[config.mk]
export PLATFORM = sky130hd
export DESIGN_NAME = bellek_erisim
export DESIGN_NICKNAME = d
export VERILOG_FILES = /design/src/rtl/bellek_erisim.sv
export SDC_FILE = /design/constraint.sdc
export NUM_CORES = 1
export LEC_CHECK = 0
export CORE_MARGIN = 2
export CORE_UTILIZATION = 46
export CTS_CLUSTER_DIAMETER = 30
export DETAILED_ROUTE_END_ITERATION = 16
export GPL_TIMING_DRIVEN = 0
export MAX_ROUTING_LAYER = met4
export PLACE_DENSITY = 0.81
export SLEW_MARGIN = 15
export SYNTH_ARGS = -nofsm -noshare
export SYNTH_HDL_FRONTEND = slang
export SYNTH_SLANG_ARGS = --single-unit
[constraint.sdc]
create_clock -name clk_i -period 2.28 [get_ports clk_i]
set_input_delay 0.228 -clock clk_i [delete_from_list [all_inputs] [get_ports clk_i]]
set_output_delay 0.228 -clock clk_i [all_outputs]
set_load 0.01 [all_outputs]
[src/rtl/bellek_erisim.sv]
// Memory-access stage: single-outstanding data-memory handshake, load alignment/extension,
// and a one-cycle writeback packet toward geri_yaz. Stalls upstream while an access is open.
module bellek_erisim #(
  parameter int BEKLEME_SINIRI = 255
) (
  input  logic        clk_i,
  input  logic        rst_i,
  input  logic        gecerli_i,
  output logic        durdur_o,
  input  logic [4:0]  rd_adres_i,
  input  logic [31:0] rd_deger_i,
  input  logic        yaz_yazmac_i,
  input  logic        bellek_oku_i,
  input  logic        bellek_yaz_i,
  input  logic [1:0]  bellek_boyut_i,
  input  logic        isaretsiz_i,
  input  logic [31:0] yazilacak_deger_i,
  output logic        veri_istek_o,
  output logic        veri_yaz_o,
  output logic [31:0] veri_adres_o,
  output logic [3:0]  veri_maske_o,
  output logic [31:0] veri_yaz_deger_o,
  input  logic        veri_hazir_i,
  input  logic [31:0] veri_oku_deger_i,
  output logic        gecerli_o,
  output logic [4:0]  rd_adres_o,
  output logic [31:0] rd_deger_o,
  output logic        yaz_yazmac_o,
  output logic        hizasiz_hata_o,
  output logic        zaman_asimi_o
);

  typedef enum logic {BOSTA = 1'b0, BEKLE = 1'b1} durum_t;

  localparam logic [7:0] SON_SAYIM = 8'(BEKLEME_SINIRI - 1);

  durum_t      durum_q, durum_d;
  logic [7:0]  sayac_q;
  logic [4:0]  rd_q;
  logic        yaz_q, depo_q, isaretsiz_q;
  logic [1:0]  boyut_q, ofs_q;

  logic        kabul, bellek_op, hizasiz, tamam, asim;
  logic [3:0]  maske;
  logic [31:0] yaz_deger, kaydir, yuk_deger;

  assign durdur_o = (durum_q == BEKLE);

  // Request decode straight from the incoming packet
  always_comb begin
    bellek_op = bellek_oku_i | bellek_yaz_i;
    hizasiz   = 1'b0;
    maske     = 4'b0000;
    yaz_deger = 32'h0;
    case (bellek_boyut_i)
      2'b00: begin
        maske     = 4'b0001 << rd_deger_i[1:0];
        yaz_deger = {4{yazilacak_deger_i[7:0]}};
      end
      2'b01: begin
        hizasiz   = rd_deger_i[0];
        maske     = rd_deger_i[1] ? 4'b1100 : 4'b0011;
        yaz_deger = {2{yazilacak_deger_i[15:0]}};
      end
      2'b10: begin
        hizasiz   = |rd_deger_i[1:0];
        maske     = 4'b1111;
        yaz_deger = yazilacak_deger_i;
      end
      default: hizasiz = 1'b1;
    endcase
  end

  // Load data: bring the addressed lane to bit 0, then extend
  always_comb begin
    kaydir = veri_oku_deger_i >> {ofs_q, 3'b000};
    case (boyut_q)
      2'b00:   yuk_deger = {{24{~isaretsiz_q & kaydir[7]}}, kaydir[7:0]};
      2'b01:   yuk_deger = {{16{~isaretsiz_q & kaydir[15]}}, kaydir[15:0]};
      default: yuk_deger = kaydir;
    endcase
  end

  always_comb begin
    kabul   = gecerli_i & (durum_q == BOSTA);
    tamam   = (durum_q == BEKLE) & veri_hazir_i;
    asim    = (durum_q == BEKLE) & ~veri_hazir_i & (sayac_q == SON_SAYIM);
    durum_d = durum_q;
    case (durum_q)
      BOSTA: if (kabul & bellek_op & ~hizasiz) durum_d = BEKLE;
      BEKLE: if (tamam | asim) durum_d = BOSTA;
      default: durum_d = BOSTA;
    endcase
  end

  always_ff @(posedge clk_i or negedge rst_i) begin
    if (!rst_i) durum_q <= BOSTA;
    else        durum_q <= durum_d;
  end

  always_ff @(posedge clk_i or negedge rst_i) begin
    if (!rst_i) begin
      sayac_q          <= 8'd0;
      rd_q             <= 5'd0;
      yaz_q            <= 1'b0;
      depo_q           <= 1'b0;
      isaretsiz_q      <= 1'b0;
      boyut_q          <= 2'b00;
      ofs_q            <= 2'b00;
      veri_istek_o     <= 1'b0;
      veri_yaz_o       <= 1'b0;
      veri_adres_o     <= 32'h0;
      veri_maske_o     <= 4'h0;
      veri_yaz_deger_o <= 32'h0;
      gecerli_o        <= 1'b0;
      rd_adres_o       <= 5'd0;
      rd_deger_o       <= 32'h0;
      yaz_yazmac_o     <= 1'b0;
      hizasiz_hata_o   <= 1'b0;
      zaman_asimi_o    <= 1'b0;
    end else begin
      gecerli_o      <= 1'b0;
      yaz_yazmac_o   <= 1'b0;
      hizasiz_hata_o <= 1'b0;
      zaman_asimi_o  <= 1'b0;
      if (durum_q == BOSTA) begin
        if (kabul) begin
          if (!bellek_op) begin
            gecerli_o    <= 1'b1;
            rd_adres_o   <= rd_adres_i;
            rd_deger_o   <= rd_deger_i;
            yaz_yazmac_o <= yaz_yazmac_i & (rd_adres_i != 5'd0);
          end else if (hizasiz) begin
            gecerli_o      <= 1'b1;
            rd_adres_o     <= rd_adres_i;
            rd_deger_o     <= 32'h0;
            hizasiz_hata_o <= 1'b1;
          end else begin
            // Store wins when both load and store are flagged
            veri_istek_o     <= 1'b1;
            veri_yaz_o       <= bellek_yaz_i;
            veri_adres_o     <= {rd_deger_i[31:2], 2'b00};
            veri_maske_o     <= maske;
            veri_yaz_deger_o <= yaz_deger;
            sayac_q          <= 8'd0;
            rd_q             <= rd_adres_i;
            yaz_q            <= yaz_yazmac_i & (rd_adres_i != 5'd0) & ~bellek_yaz_i;
            depo_q           <= bellek_yaz_i;
            isaretsiz_q      <= isaretsiz_i;
            boyut_q          <= bellek_boyut_i;
            ofs_q            <= rd_deger_i[1:0];
          end
        end
      end else if (tamam | asim) begin
        veri_istek_o     <= 1'b0;
        veri_yaz_o       <= 1'b0;
        veri_adres_o     <= 32'h0;
        veri_maske_o     <= 4'h0;
        veri_yaz_deger_o <= 32'h0;
        gecerli_o        <= 1'b1;
        rd_adres_o       <= rd_q;
        // Ready on the final counted cycle still completes normally
        rd_deger_o       <= (tamam & ~depo_q) ? yuk_deger : 32'h0;
        yaz_yazmac_o     <= tamam & yaz_q;
        zaman_asimi_o    <= asim;
      end else begin
        sayac_q <= sayac_q + 8'd1;
      end
    end
  end

endmodule
==> results.cfg, run 1 <==
[final_layout]
fin_nets = 905
multi_input_area_um2 = 2831
finalNonFillerCells = 980
drive_gt1_frac = 0.1269
diodes = 0
final_util = 0.7020
area_growth_syn_to_layout_pct = 47.79
regArea_um2 = 3253
fill_cells = 997

[global_routing]
overflow = 0
top_usage_layer = met2
grt_pass1_vias = 5938
use_met2 = 0.4638
antenna_found_initial = 0
grt_max_degree = 67
grt_use_met1 = 0.4152
use_met3 = 0.06742
grt_first_pass_wirelength_mm = 33.35
grtUsageTotal = 0.3061

[setup_path]
cp_max_fo = 10
cpMaxStageDelayCell = clkbuf_1
crit_top_cell = clkbuf_1
critPathKind = register to register
cp-start-kind = register
end_kind = register
slowest_delay_ps = 410
cp_cell_sequence = nor2b_1 > clkbuf_1 > o221ai_1 > clkbuf_1 > nand2_1 > o31ai_1
worstPathArrival_ps = 2390
critical_path_required_ps = 2560

[route]
wire_per_inst_um = 21.91
first_iter_violations = 707
drc_errors = 0
vias = 6013
routed_wl_mm = 21.47
firstDrtPassIters = 7
vias_per_cell = 6.136
ant_nets = 0

[yosys]
syn_area_per_cell_um2 = 11.51
syn_area_um2 = 6365
synth-edff-count = 0
synth-seq-area-share = 0.5111
async_flop_share = 1.000
synth_cell_types = 60
postSynthCellCount = 553
ys.flop_type = dfrtp_1
synth_top_area_frac = 0.5111
synth_warnings = 0
yosys-top-cells-area = dfrtp_1 (51%), a22o_1 (5.6%), mux2_2 (4.2%)
synth_top_area_cell = dfrtp_1
synth-seq-cells = 130

[sta]
fmaxAchievable_mhz = 475.3
whs_ps = 135.6
final-max-slew-violation-count = 0
worst_pin_slew_ps = 631.9
setup_viol_count_final = 0
layout_min_cycle_time_ps = 2104
rsz0062_at_grt = no
fin_skew_ps = 6.654
min_period_over_period = 0.9228
hold_viol = 0
slew_headroom = 0.5743

[floorplan]
die-area_um2 = 14790
die_h_um = 121.6
rows = 42
die_w_um = 121.6
coreArea_um2 = 13400
start_util = 0.4750
pin_count = 223

[clock_tree]
clk_pin_slew_ps = 60
insertion_delay_ps = 430
numCtsBuffers = 17
clk_root_buffer_cell = clkbuf_16
htree_levels = 4
cts_buffer_depth = 2
cts_sinks = 130
cts_tree = built

[run]
cap_violations = 0

[power]
power.density_nw_per_um2 = 904.6
power.leakage_nw = 3.986
peakVddDrop_mv = 0.6168
totalPowerFinal_mw = 8.509

[placed_design]
portBuffers = 216
place.gp.congestion = 0.9024
dp_cells = 947
hpwl_mm = 15.93

[run_status]
status = finished clean

[hold_path]
hold_path.class = input pin to register
==> Yosys cell counts, types with 14 or more instances <==
| master | n |
|---|---|
| a22oi_1 | 24 |
| a22o_1 | 41 |
| nor2_1 | 14 |
| dfrtp_1 | 130 |
| a221oi_1 | 16 |
| a31oi_1 | 16 |
| nand2_1 | 40 |
| mux2_2 | 24 |
| a21oi_1 | 19 |
| buf_2 | 19 |
| a32o_1 | 15 |
| clkbuf_1 | 29 |
| mux2i_1 | 17 |
| o2bb2ai_1 | 25 |
==> metal layers <==
layer,vias to the layer above,wire (µm)
met4,0,450
met5,-,0
li1,2614,-
met3,52,1385
met1,3043,9185
met2,304,10450
==> cell usage in the layout, fill, tap and decap left out, drive strengths merged, types with 3 or more instances in the layout <==
master,instances
nand2,40
a22oi,24
o21ai,11
mux2i,17
nand3,7
a21o,5
mux2,34
dfrtp,130
xor2,4
o211ai,9
a221oi,16
inv,5
nor2b,10
a21oi,20
nor3,5
clkbuf,52
clkdlybuf4s50,215
o2bb2ai,25
buf,31
a22o,41
clkinvlp,3
a32o,15
nand3b,8
a31oi,16
clkinv,4
nor2,14
a211o,7
==> path summary, 6_finish.rpt <==
kind,endpoint,depth (start not counted),slack (ps),start
min in group asynchronous,rd_adres_o[0],2,360,rst_i
max,yaz_q,6,180,durdur_o
max in group asynchronous,rd_deger_o[5],3,1200,rst_i
min,ofs_q[1],3,140,rd_deger_i[1]
min reg2reg,depo_q,2,470,depo_q
max reg2reg,yaz_q,6,180,durdur_o
==> report_power, final <==
group | internal, mW | total (mW) | switching (mW)
sequential | 2.78 | 3.08 | 0.304
combinational | 1.49 | 2.72 | 1.23
clock | 1.68 | 2.71 | 1.02
==> cells by family after synthesis <==
logic type | count (synthesis) | synth area share
fa+ha+maj | 2 | 0.003931
compound gates | 202 | 0.2528
flops | 130 | 0.5111
xor+xnor | 4 | 0.005504
buf+inv | 63 | 0.04679
simple gates | 98 | 0.08001
mux | 53 | 0.09927
other cells | 1 | 0.0005892
==> sequential cells by signal, indices dropped and copies added (netlist names) <==
name              cells
boyut_q               2
gecerli_o             1
durdur_o              1
depo_q                1
veri_maske_o          4
veri_adres_o         30
isaretsiz_q           1
rd_q                  5
yaz_yazmac_o          1
rd_deger_o           32
veri_yaz_deger_o     32
hizasiz_hata_o        1
veri_yaz_o            1
ofs_q                 2
zaman_asimi_o         1
rd_adres_o            5
yaz_q                 1
sayac_q               8
veri_istek_o          1
==> critical path, delay by kind of cell, from the launching register on <==
kind                   cells  cell delay [ps]
AOI/OAI and AO/OA          2              400
buffers and inverters      2              740
DFF                        1              400
and+or+nand+nor            2              420
==> final cells by class <==
type,count,area share
Sequential cell,130,0.3458
Inverter,5,0.001995
Multi-Input combinational cell,361,0.3010
Buffer,58,0.02993
Clock inverter,9,0.01131
Clock buffer,22,0.05041
Timing Repair Buffer,219,0.2361
Tap cell,176,0.02341
==> metrics by stage <==
stage	setup slack (ps)	TNS, ps	cell area, µm²
after detailed placement	-156.3	-3975	8780
after global routing	35.78	0	9407
after floorplan	346.0	0	6369
after global placement	-3916	-512290	8751
after CTS	20.95	0	9374
final	175.9	0	9407
==> what timing repair did <==
| action | CTS | global route |
|---|---|---|
| gates cloned | 0 | 0 |
| hold buffers | 1 | 0 |
| buffers inserted | 0 | 1 |
| gates resized for setup | 1 | 3 |
| endpoints found under the setup margin | 30 | 57 |
| pin swaps | 0 | 1 |
| hold endpoints to repair | 65 | 0 |
Power figures use the tool's default switching activity.
==> run 2, diff against run 1 <==
--- a/config.mk
+++ b/config.mk
@@ -8,10 +8,12 @@
 export CORE_MARGIN = 2
 export CORE_UTILIZATION = 46
 export CTS_CLUSTER_DIAMETER = 30
+export CTS_CLUSTER_SIZE = 20
 export DETAILED_ROUTE_END_ITERATION = 16
 export GPL_TIMING_DRIVEN = 0
 export MAX_ROUTING_LAYER = met4
 export PLACE_DENSITY = 0.81
+export SETUP_SLACK_MARGIN = 0.05
 export SLEW_MARGIN = 15
 export SYNTH_ARGS = -nofsm -noshare
 export SYNTH_HDL_FRONTEND = slang
==> results.cfg, run 2 (synthesized netlist as in run 1, its figures left out) <==
[run_status]
status = finished clean

[power]
internal_power_mw = 5.947
clkPwrFrac = 0.318
peakVddDrop_mv = 0.6178
pwr-share-seq = 0.362
power.density_nw_per_um2 = 906.4
netSwitchingPower_mw = 2.558
totalPowerFinal_mw = 8.505
swShare = 0.3008
combPwrFrac = 0.319
power.leakage_nw = 3.978

[sta]
rsz0062_at_grt = no
fin_skew_ps = 6.845
worst_pin_slew_ps = 630.9
final-max-slew-violation-count = 0
min_period_over_period = 0.9200
layout_min_cycle_time_ps = 2098
setup_viol_count_final = 0
slew_headroom = 0.5750
whs_ps = 138.8
setup_tns_ps = 0
fmaxAchievable_mhz = 476.7
hold_viol = 0

[route]
vias_per_cell = 6.092
firstDrtPassIters = 5
drc_errors = 0
wire_per_inst_um = 21.98
vias = 5958
routed_wl_mm = 21.50
first_iter_violations = 685
ant_nets = 0

[setup_path]
worstPathArrival_ps = 2420
path_buf_inv = 2
critical_path_required_ps = 2600
critPathKind = register to register
cp_cell_sequence = nor2b_1 > buf_1 > o221ai_1 > clkbuf_1 > o31ai_1
cpMaxStageDelayCell = dfrtp_1
cp-start-kind = register
slowest_delay_ps = 400
end_kind = register
cp_max_fo = 10
worst_path_dominant_cell_family = buffers and inverters

[final_layout]
layout_common_cells = clkdlybuf4s50_1 (215), dfrtp_1 (130), a22o_1 (41)
fin_nets = 903
fill_cells = 996
multi_input_area_um2 = 2831
final_common_cell = clkdlybuf4s50_1
area_growth_syn_to_layout_pct = 47.43
largest_registers = rd_deger_o (32), veri_yaz_deger_o (32), veri_adres_o (30)
regArea_um2 = 3253
final_util = 0.7003
diodes = 0
drive_gt1_frac = 0.1272

[clock_tree]
htree_levels = 4
clk_root_buffer_cell = clkbuf_16
cts_sinks = 130
numCtsBuffers = 17
cts_tree = built
insertion_delay_ps = 430
clk_pin_slew_ps = 60
cts_buffer_depth = 2

[floorplan]
die_w_um = 121.6
die-area_um2 = 14790
rows = 42
coreArea_um2 = 13400
start_util = 0.4750
pin_count = 223
die_h_um = 121.6

[global_routing]
grt_max_degree = 67
grtUsageTotal = 0.3063
grt_pass1_vias = 5939
overflow = 0
antenna_found_initial = 0
grt_first_pass_wirelength_mm = 33.37

[placed_design]
hpwl_mm = 15.93
place.gp.congestion = 0.9024
portBuffers = 216

[hold_path]
hold_path.class = input pin to register

[run]
cap_violations = 0
## run 2: cell count changes in the layout (fill, tap and decap cells not counted), sizes merged
cell / previous run / this run
buf: 31 / 32
clkbuf: 52 / 49
## run 2: what timing repair did
| action | 4_1_cts | 5_1_grt |
|---|---|---|
| setup buffers | 1 | 0 |
| pin swaps | 1 | 0 |
| endpoints found under the setup margin | 36 | 53 |
| hold buffers | 1 | 0 |
| gates cloned | 0 | 0 |
| hold endpoints to repair | 65 | 0 |
| resized for setup | 1 | 3 |
## run 2: worst reg2reg max path, delay by kind of cell (launching register included)
family / cells / cell delay [ps]
buf+inv: 2 / 730
compound gates: 2 / 620
simple gates: 1 / 240
flops: 1 / 400
## run 2: power by group through the flow
stage          combinational, mW  clock, mW  sequential (mW)
5_1_grt                     2.90       2.82             3.14
2_1_floorplan               1.09          0             3.25
4_1_cts                     2.71       2.73             3.08
3_3_place_gp                2.63          0             3.08
3_5_place_dp                2.69          0             3.10
6_report                    2.72       2.71             3.08
## run 2: metrics by stage
stage | instances | worst slack [ps] | cell area, µm²
final | 978 | 182.3 | 9384
after floorplan | 554 | 346.0 | 6369
after detailed placement | 947 | -156.3 | 8780
after global routing | 978 | 50.38 | 9384
after global placement | 946 | -3916 | 8751
after CTS | 980 | 111.8 | 9382
## run 2: metal layers
layer | share of wire | global-route usage
met5 | 0 | -
met3 | 0.064 | 0.06788
met2 | 0.49 | 0.4635
met4 | 0.021 | 0.09626
met1 | 0.43 | 0.4155
## run 2: layout make-up
class,instances,area share
flip-flops and latches,130,0.3467
multi-input cells,361,0.3017
repair buffers,219,0.2353
clock buffers,22,0.05053
plain buffers,56,0.02893
well taps,176,0.02347
clock inverters,9,0.01133
inverters,5,0.002000
## run 2: worst paths after layout
kind                                    start       endpoint  slack [ps]  cells past startpoint
worst min register to register         depo_q         depo_q         470                      2
worst max register to register       durdur_o          yaz_q         180                      5
min in group asynchronous               rst_i  rd_adres_o[0]         380                      2
max in group asynchronous               rst_i  rd_deger_o[5]        1180                      3
worst max-delay path                 durdur_o          yaz_q         180                      5
worst min-delay path            rd_deger_i[1]       ofs_q[1]         140                      3
==> run 3, diff against run 2 <==
--- a/config.mk
+++ b/config.mk
@@ -12,7 +12,7 @@
 export DETAILED_ROUTE_END_ITERATION = 16
 export GPL_TIMING_DRIVEN = 0
 export MAX_ROUTING_LAYER = met4
-export PLACE_DENSITY = 0.81
+export PLACE_DENSITY_LB_ADDON = 0.1
 export SETUP_SLACK_MARGIN = 0.05
 export SLEW_MARGIN = 15
 export SYNTH_ARGS = -nofsm -noshare
==> results.cfg, run 3 (synthesized netlist as in run 1, its figures left out) <==
[run_status]
status = finished clean

[clock_tree]
htree_levels = 4
insertion_delay_ps = 420
cts_buffer_depth = 2
clk_root_buffer_cell = clkbuf_16
clk_pin_slew_ps = 60
numCtsBuffers = 17
cts_tree = built
cts_sinks = 130

[setup_path]
startpoint = ofs_q[1]
worstPathArrival_ps = 2380
cp_cell_sequence = buf_6 > clkbuf_1 > mux2i_1 > o211ai_1 > a32o_1 > mux2_4
rrSetupSlack_ps = 200
cp-start-kind = register
critical_path_required_ps = 2580
r2r_cells = 6
worstReg2RegEnd = rd_deger_o[11]
r2r_start = ofs_q[1]
slowest_delay_ps = 430
critPathKind = register to register
cp-endpoint = rd_deger_o[11]
cpMaxStageDelayCell = clkbuf_1
end_kind = register
cp_max_fo = 10

[hold_path]
min-delay-start = rd_deger_i[0]
hold_path_depth = 3
hold_path.class = input pin to register

[sta]
min_period_over_period = 0.9126
setup_viol_count_final = 0
hold_viol = 0
slew_headroom = 0.5198
fin_skew_ps = 6.572
rsz0062_at_grt = no
final-max-slew-violation-count = 0
fmaxAchievable_mhz = 480.6
worst_pin_slew_ps = 712.8
whs_ps = 139.9
layout_min_cycle_time_ps = 2081

[power]
clkPwrFrac = 0.325
netSwitchingPower_mw = 2.579
swShare = 0.3002
internal_power_mw = 6.012
power.density_nw_per_um2 = 911.1
peakVddDrop_mv = 0.5976
power.leakage_nw = 4.000
combPwrFrac = 0.316
totalPowerFinal_mw = 8.590
pwr-share-seq = 0.359

[final_layout]
fill_cells = 1030
largest_registers = rd_deger_o (32), veri_yaz_deger_o (32), veri_adres_o (30)
drive_gt1_frac = 0.1304
final_cell_area_um2 = 9429
diodes = 0
fin_nets = 905
final_common_cell = clkdlybuf4s50_1
layout_common_cells = clkdlybuf4s50_1 (215), dfrtp_1 (130), a22o_1 (41)
area_growth_syn_to_layout_pct = 48.14

[placed_design]
placed_area_um2 = 8780
place.gp.congestion = 0.8904
hpwl_mm = 15.45
portBuffers = 216

[floorplan]
start_util = 0.4750
rows = 42
die_h_um = 121.6
pin_count = 223
die-area_um2 = 14790
die_w_um = 121.6
coreArea_um2 = 13400

[global_routing]
grt_first_pass_wirelength_mm = 32.43
overflow = 0
antenna_found_initial = 0
grt_max_degree = 82
grtUsageTotal = 0.2971
grt_pass1_vias = 5898

[route]
vias = 5867
firstDrtPassIters = 5
wire_per_inst_um = 21.40
drc_errors = 0
routed_wl_mm = 20.99
vias_per_cell = 5.981
first_iter_violations = 495
ant_nets = 0

[run]
cap_violations = 0
==> run 3: changes by cell type in the layout (fill, tap and decap cells not counted) <==
cell	change
clkbuf_2	+1
clkinv_4	+1
clkinv_2	+1
clkbuf_8	-2
buf_12	+1
clkbuf_4	+1
bufinv_16	+1
buf_2	-1
inv_6	+1
buf_4	-1
==> run 3: final cells by class <==
class	instances	area, µm²	area share
clock buffer	19	442.9	0.04697
sequential	130	3253	0.3450
timing repair buffer	219	2221	0.2355
buffer	58	282.8	0.02999
multi-input combinational	361	2831	0.3003
tap	176	220.2	0.02335
inverter	5	18.77	0.001990
clock inverter	13	158.9	0.01685
==> run 3: worst max-delay path, delay by kind of cell (launching register included) <==
family / cells / cell delay (ps)
muxes: 2 / 590
buffers and inverters: 2 / 580
AOI/OAI and AO/OA: 2 / 450
DFF: 1 / 350
==> run 3: routing by layer <==
layer	GRT usage	wire, µm	share of wire
met1	0.4012	9260	0.44
met3	0.07210	1487	0.071
met5	-	0	0
met4	0.08405	374	0.018
met2	0.4505	9872	0.47
==> run 3: timing repair <==
| action | 4_1_cts | 5_1_grt |
|---|---|---|
| pin swaps | 0 | 1 |
| hold buffers | 1 | 0 |
| hold endpoints to repair | 49 | 0 |
| setup buffers | 0 | 1 |
| endpoints found under the setup margin | 36 | 79 |
| gates resized for setup | 1 | 5 |
==> run 3: how the worst min path moves through the flow <==
stage | endpoint | slack, ps
2_1_floorplan | boyut_q[0] | -70
3_3_place_gp | rd_q[1] | 450
3_5_place_dp | sayac_q[5] | 200
4_1_cts | ofs_q[1] | 120
5_1_grt | ofs_q[1] | 140
6_report | ofs_q[0] | 140
==> run 3: through the flow <==
| step | cells | worst slack (ps) | utilization | TNS [ps] |
|---|---|---|---|---|
| 2_1_floorplan | 554 | 346.0 | - | 0 |
| 3_3_place_gp | 946 | -3969 | 0.6530 | -517210 |
| 3_5_place_dp | 947 | -125.7 | 0.6552 | -3531 |
| 4_1_cts | 980 | 38.09 | 0.7011 | 0 |
| 5_1_grt | 981 | 95.55 | 0.7036 | 0 |
| 6_report | 981 | 199.2 | 0.7036 | 0 |
==> run 3: power groups by stage <==
stage / registers, mW / logic [mW] / clock network (mW)
floorplan: 3.25 / 1.09 / 0
global placement: 3.09 / 2.64 / 0
detailed placement: 3.10 / 2.68 / 0
CTS: 3.08 / 2.71 / 2.80
global route: 3.14 / 2.90 / 2.92
finish: 3.09 / 2.71 / 2.79
==> RTL change (flow settings as in run 2) <==
Add an input register stage for `yazilacak_deger_i`, cleared by the reset; this delays it by one clock. The other inputs are not delayed to match.
--- a/src/rtl/bellek_erisim.sv
+++ b/src/rtl/bellek_erisim.sv
@@ -35,4 +35,14 @@
   localparam logic [7:0] SON_SAYIM = 8'(BEKLEME_SINIRI - 1);
 
+  logic [31:0] yazilacak_deger_q;
+
+  always_ff @(posedge clk_i or negedge rst_i) begin
+    if (!rst_i) begin
+      yazilacak_deger_q <= '0;
+    end else begin
+      yazilacak_deger_q <= yazilacak_deger_i;
+    end
+  end
+
   durum_t      durum_q, durum_d;
   logic [7:0]  sayac_q;
@@ -56,15 +66,15 @@
       2'b00: begin
         maske     = 4'b0001 << rd_deger_i[1:0];
-        yaz_deger = {4{yazilacak_deger_i[7:0]}};
+        yaz_deger = {4{yazilacak_deger_q[7:0]}};
       end
       2'b01: begin
         hizasiz   = rd_deger_i[0];
         maske     = rd_deger_i[1] ? 4'b1100 : 4'b0011;
-        yaz_deger = {2{yazilacak_deger_i[15:0]}};
+        yaz_deger = {2{yazilacak_deger_q[15:0]}};
       end
       2'b10: begin
         hizasiz   = |rd_deger_i[1:0];
         maske     = 4'b1111;
-        yaz_deger = yazilacak_deger_i;
+        yaz_deger = yazilacak_deger_q;
       end
       default: hizasiz = 1'b1;
Formal check against the unedited RTL: not equivalent (Yosys sat finds a counterexample within 4 cycles, from zero or initial values and one cycle with rst_i low).
==> RTL change against run 2 <==
  * Clock power increased by 4%
  * Sequential cell count rose by 32
  * Power is 9.4% higher
  * Sequential power up 19%
  * Synthesized area up 14%
  * Critical path depth increased by 3
  * Routed wire length grew 6.7%
  * Worst setup slack got worse by 0.024 ns
  * Cell area grew 10%
  * Die area is 13% higher
  * Combinational power up 3%
  * Critical endpoint is now rd_deger_o[11]$_DFFE_PN0P_
==> RTL change: results (changes against run 2) <==
{
  "final_layout": {
    "layout_nets": {"value": 947, "change": "+4.9%"},
    "largest_registers": "rd_deger_o (32), veri_yaz_deger_o (32), yazilacak_deger_q (32)",
    "final_layout_size_suffix_gt1_frac": {"value": 0.1346, "change": "+0.007411"},
    "fill_cells": {"value": 1119, "change": "+12%"}
  },
  "global_route": {
    "vias_in_the_first_global_route": {"value": 6164, "change": "+3.8%"},
    "grt_use_total": {"value": 0.2843, "change": "-0.02208"},
    "antenna_found_initial": {"value": 0, "change": "unchanged"},
    "grt_max_degree": {"value": 107, "change": "+60%"},
    "grt_first_pass_wirelength": {"value": 34.58, "unit": "mm", "change": "+3.6%"}
  },
  "yosys": {
    "yosys.cell_types.count": {"value": 55, "change": "-8.3%"},
    "synth_top_cells_by_count": "dfrtp_1 (162), a22o_1 (45), nand2_1 (45)",
    "seq_area_frac_synth": {"value": 0.5607, "change": "+0.04964"},
    "cell_types_with_the_largest_area_share_after_synthesis": "dfrtp_1 (56%), mux2_2 (5.8%), a22o_1 (5.5%)"
  },
  "critical_path": {
    "flop2flop_setup_slack": {"value": 0.16, "unit": "ns", "change": "-0.02 ns"},
    "crit_slowest_cell": "dfrtp_1",
    "critical_path.top_delay_family": "compound AO/OA/AOI/OAI gates",
    "rr_endpoint": "rd_deger_o[11]$_DFFE_PN0P_",
    "max_stage_delay": {"value": 0.43, "unit": "ns", "change": "+0.03 ns"},
    "worst-endpoint-arrival": {"value": 2.44, "unit": "ns", "change": "+0.02 ns"},
    "worst-r2r-cell-count": {"value": 8, "change": "+3"},
    "r2r_start": "sayac_q[0]$_DFFE_PN0P_"
  },
  "placement": {
    "io_buffer_count": {"value": 217, "change": "+0.46%"},
    "globalplace.congestion": {"value": 0.9412, "change": "+4.3%"},
    "post_dp_cell_area": {"value": 9702, "unit": "sq um", "change": "+11%"},
    "dp_hpwl": {"value": 17.25, "unit": "mm", "change": "+8.3%"}
  },
  "sta": {
    "worst_pin_slew": {"value": 0.6339, "unit": "ns", "change": "+0.003084 ns"},
    "max_clock_skew": {"value": 0.009364, "unit": "ns", "change": "+0.002519 ns"}
  },
  "power": {
    "worst_ir_drop_vdd": {"value": 0.5018, "unit": "mV", "change": "-19%"},
    "p_leak": {"value": 4.391, "unit": "nW", "change": "+10%"},
    "power.switching_fraction": {"value": 0.2972, "change": "-0.003547"}
  },
  "route": {
    "dr.pass1.iters": {"value": 6, "change": "+1"},
    "routed_wl": {"value": 22.94, "unit": "mm", "change": "+6.7%"},
    "viasPerCell": {"value": 5.838, "change": "-4.2%"},
    "drt_iter0_drcs": {"value": 687, "change": "+0.29%"}
  },
  "hold_path": {
    "min_from": "yazilacak_deger_i[4]"
  },
  "outcome": {
    "result_of_the_run": "complete, no violations"
  }
}
[RTL change: cell types whose count changed in the layout (fill, tap and decap cells not counted), sizes merged, moves of 6 or more]
cell,delta
a211oi,+16
a21o,+6
a221oi,-16
a22oi,-8
dfrtp,+32
nor2b,+13
o2bb2ai,-8
[RTL change: per-stage QoR]
stage                     cells  total power (W)  setup TNS (ns)  hold slack, ns  setup WS, ns
after floorplan             594         0.004969               0        -0.06759        0.2580
after global placement     1022         0.006405         -835.78          0.4561        -5.157
after detailed placement   1023         0.006488          -6.006          0.1823       -0.2027
after CTS                  1059         0.009335               0          0.2040        0.1135
after global routing       1058         0.009701               0          0.2195       0.08201
final                      1058         0.009309               0          0.2324        0.1584
[RTL change: worst min path at each step]
stage | endpoint | slack, ns | depth (start not counted)
2_1_floorplan | boyut_q[0]$_DFFE_PN0P_ | -0.07 | 0
3_3_place_gp | rd_q[1]$_DFFE_PN0P_ | 0.46 | 2
3_5_place_dp | veri_yaz_deger_o[19]$_DFFE_PN0P_ | 0.18 | 1
4_1_cts | depo_q$_DFFE_PN0P_ | 0.20 | 3
5_1_grt | yazilacak_deger_q[16]$_DFF_PN0_ | 0.22 | 1
6_report | yazilacak_deger_q[4]$_DFF_PN0_ | 0.23 | 1
[RTL change: power groups by stage]
stage / registers (W) / clock network [W] / logic, W
2_1_floorplan: 0.00387 / 0 / 0.00110
3_5_place_dp: 0.00372 / 0 / 0.00277
5_1_grt: 0.00374 / 0.00300 / 0.00297
3_3_place_gp: 0.00370 / 0 / 0.00270
4_1_cts: 0.00368 / 0.00286 / 0.00279
6_report: 0.00368 / 0.00283 / 0.00280
[RTL change: final cells by class]
class                   count  area, sq um  share of cell area
plain buffers              54        286.5             0.02776
clock buffers              21        450.4             0.04364
clock inverters            11        130.1             0.01261
inverters                   5        18.77            0.001818
multi-input cells         372         2880              0.2791
flip-flops and latches    162         4054              0.3928
well taps                 211        264.0             0.02558
repair buffers            222         2237              0.2168
[RTL change: kinds of logic after synthesis]
family	Yosys count	share of synthesized area
buffers and inverters	60	0.04257
AND/OR/NAND/NOR	112	0.08238
flip-flops	162	0.5607
XOR/XNOR	1	0.001212
multiplexers	59	0.09294
adder cells (fa/ha/maj)	2	0.003461
AO/OA/AOI/OAI	196	0.2162
other	1	0.0005187
[RTL change: routing by layer]
metal	vias to the layer above	global-route usage	share of wire
met5	-	-	0
met4	0	0.08824	0.026
met3	53	0.05491	0.062
met2	277	0.4514	0.50
met1	3135	0.3721	0.42
li1	2712	-	-
[RTL change: repair_timing]
action | 4_1_cts | 5_1_grt
setup endpoints to repair | 22 | 21
hold buffers | 1 | 0
endpoints found under the hold margin | 56 | 0
pin swaps | 1 | 1
resized for setup | 0 | 3
setup buffers | 3 | 0
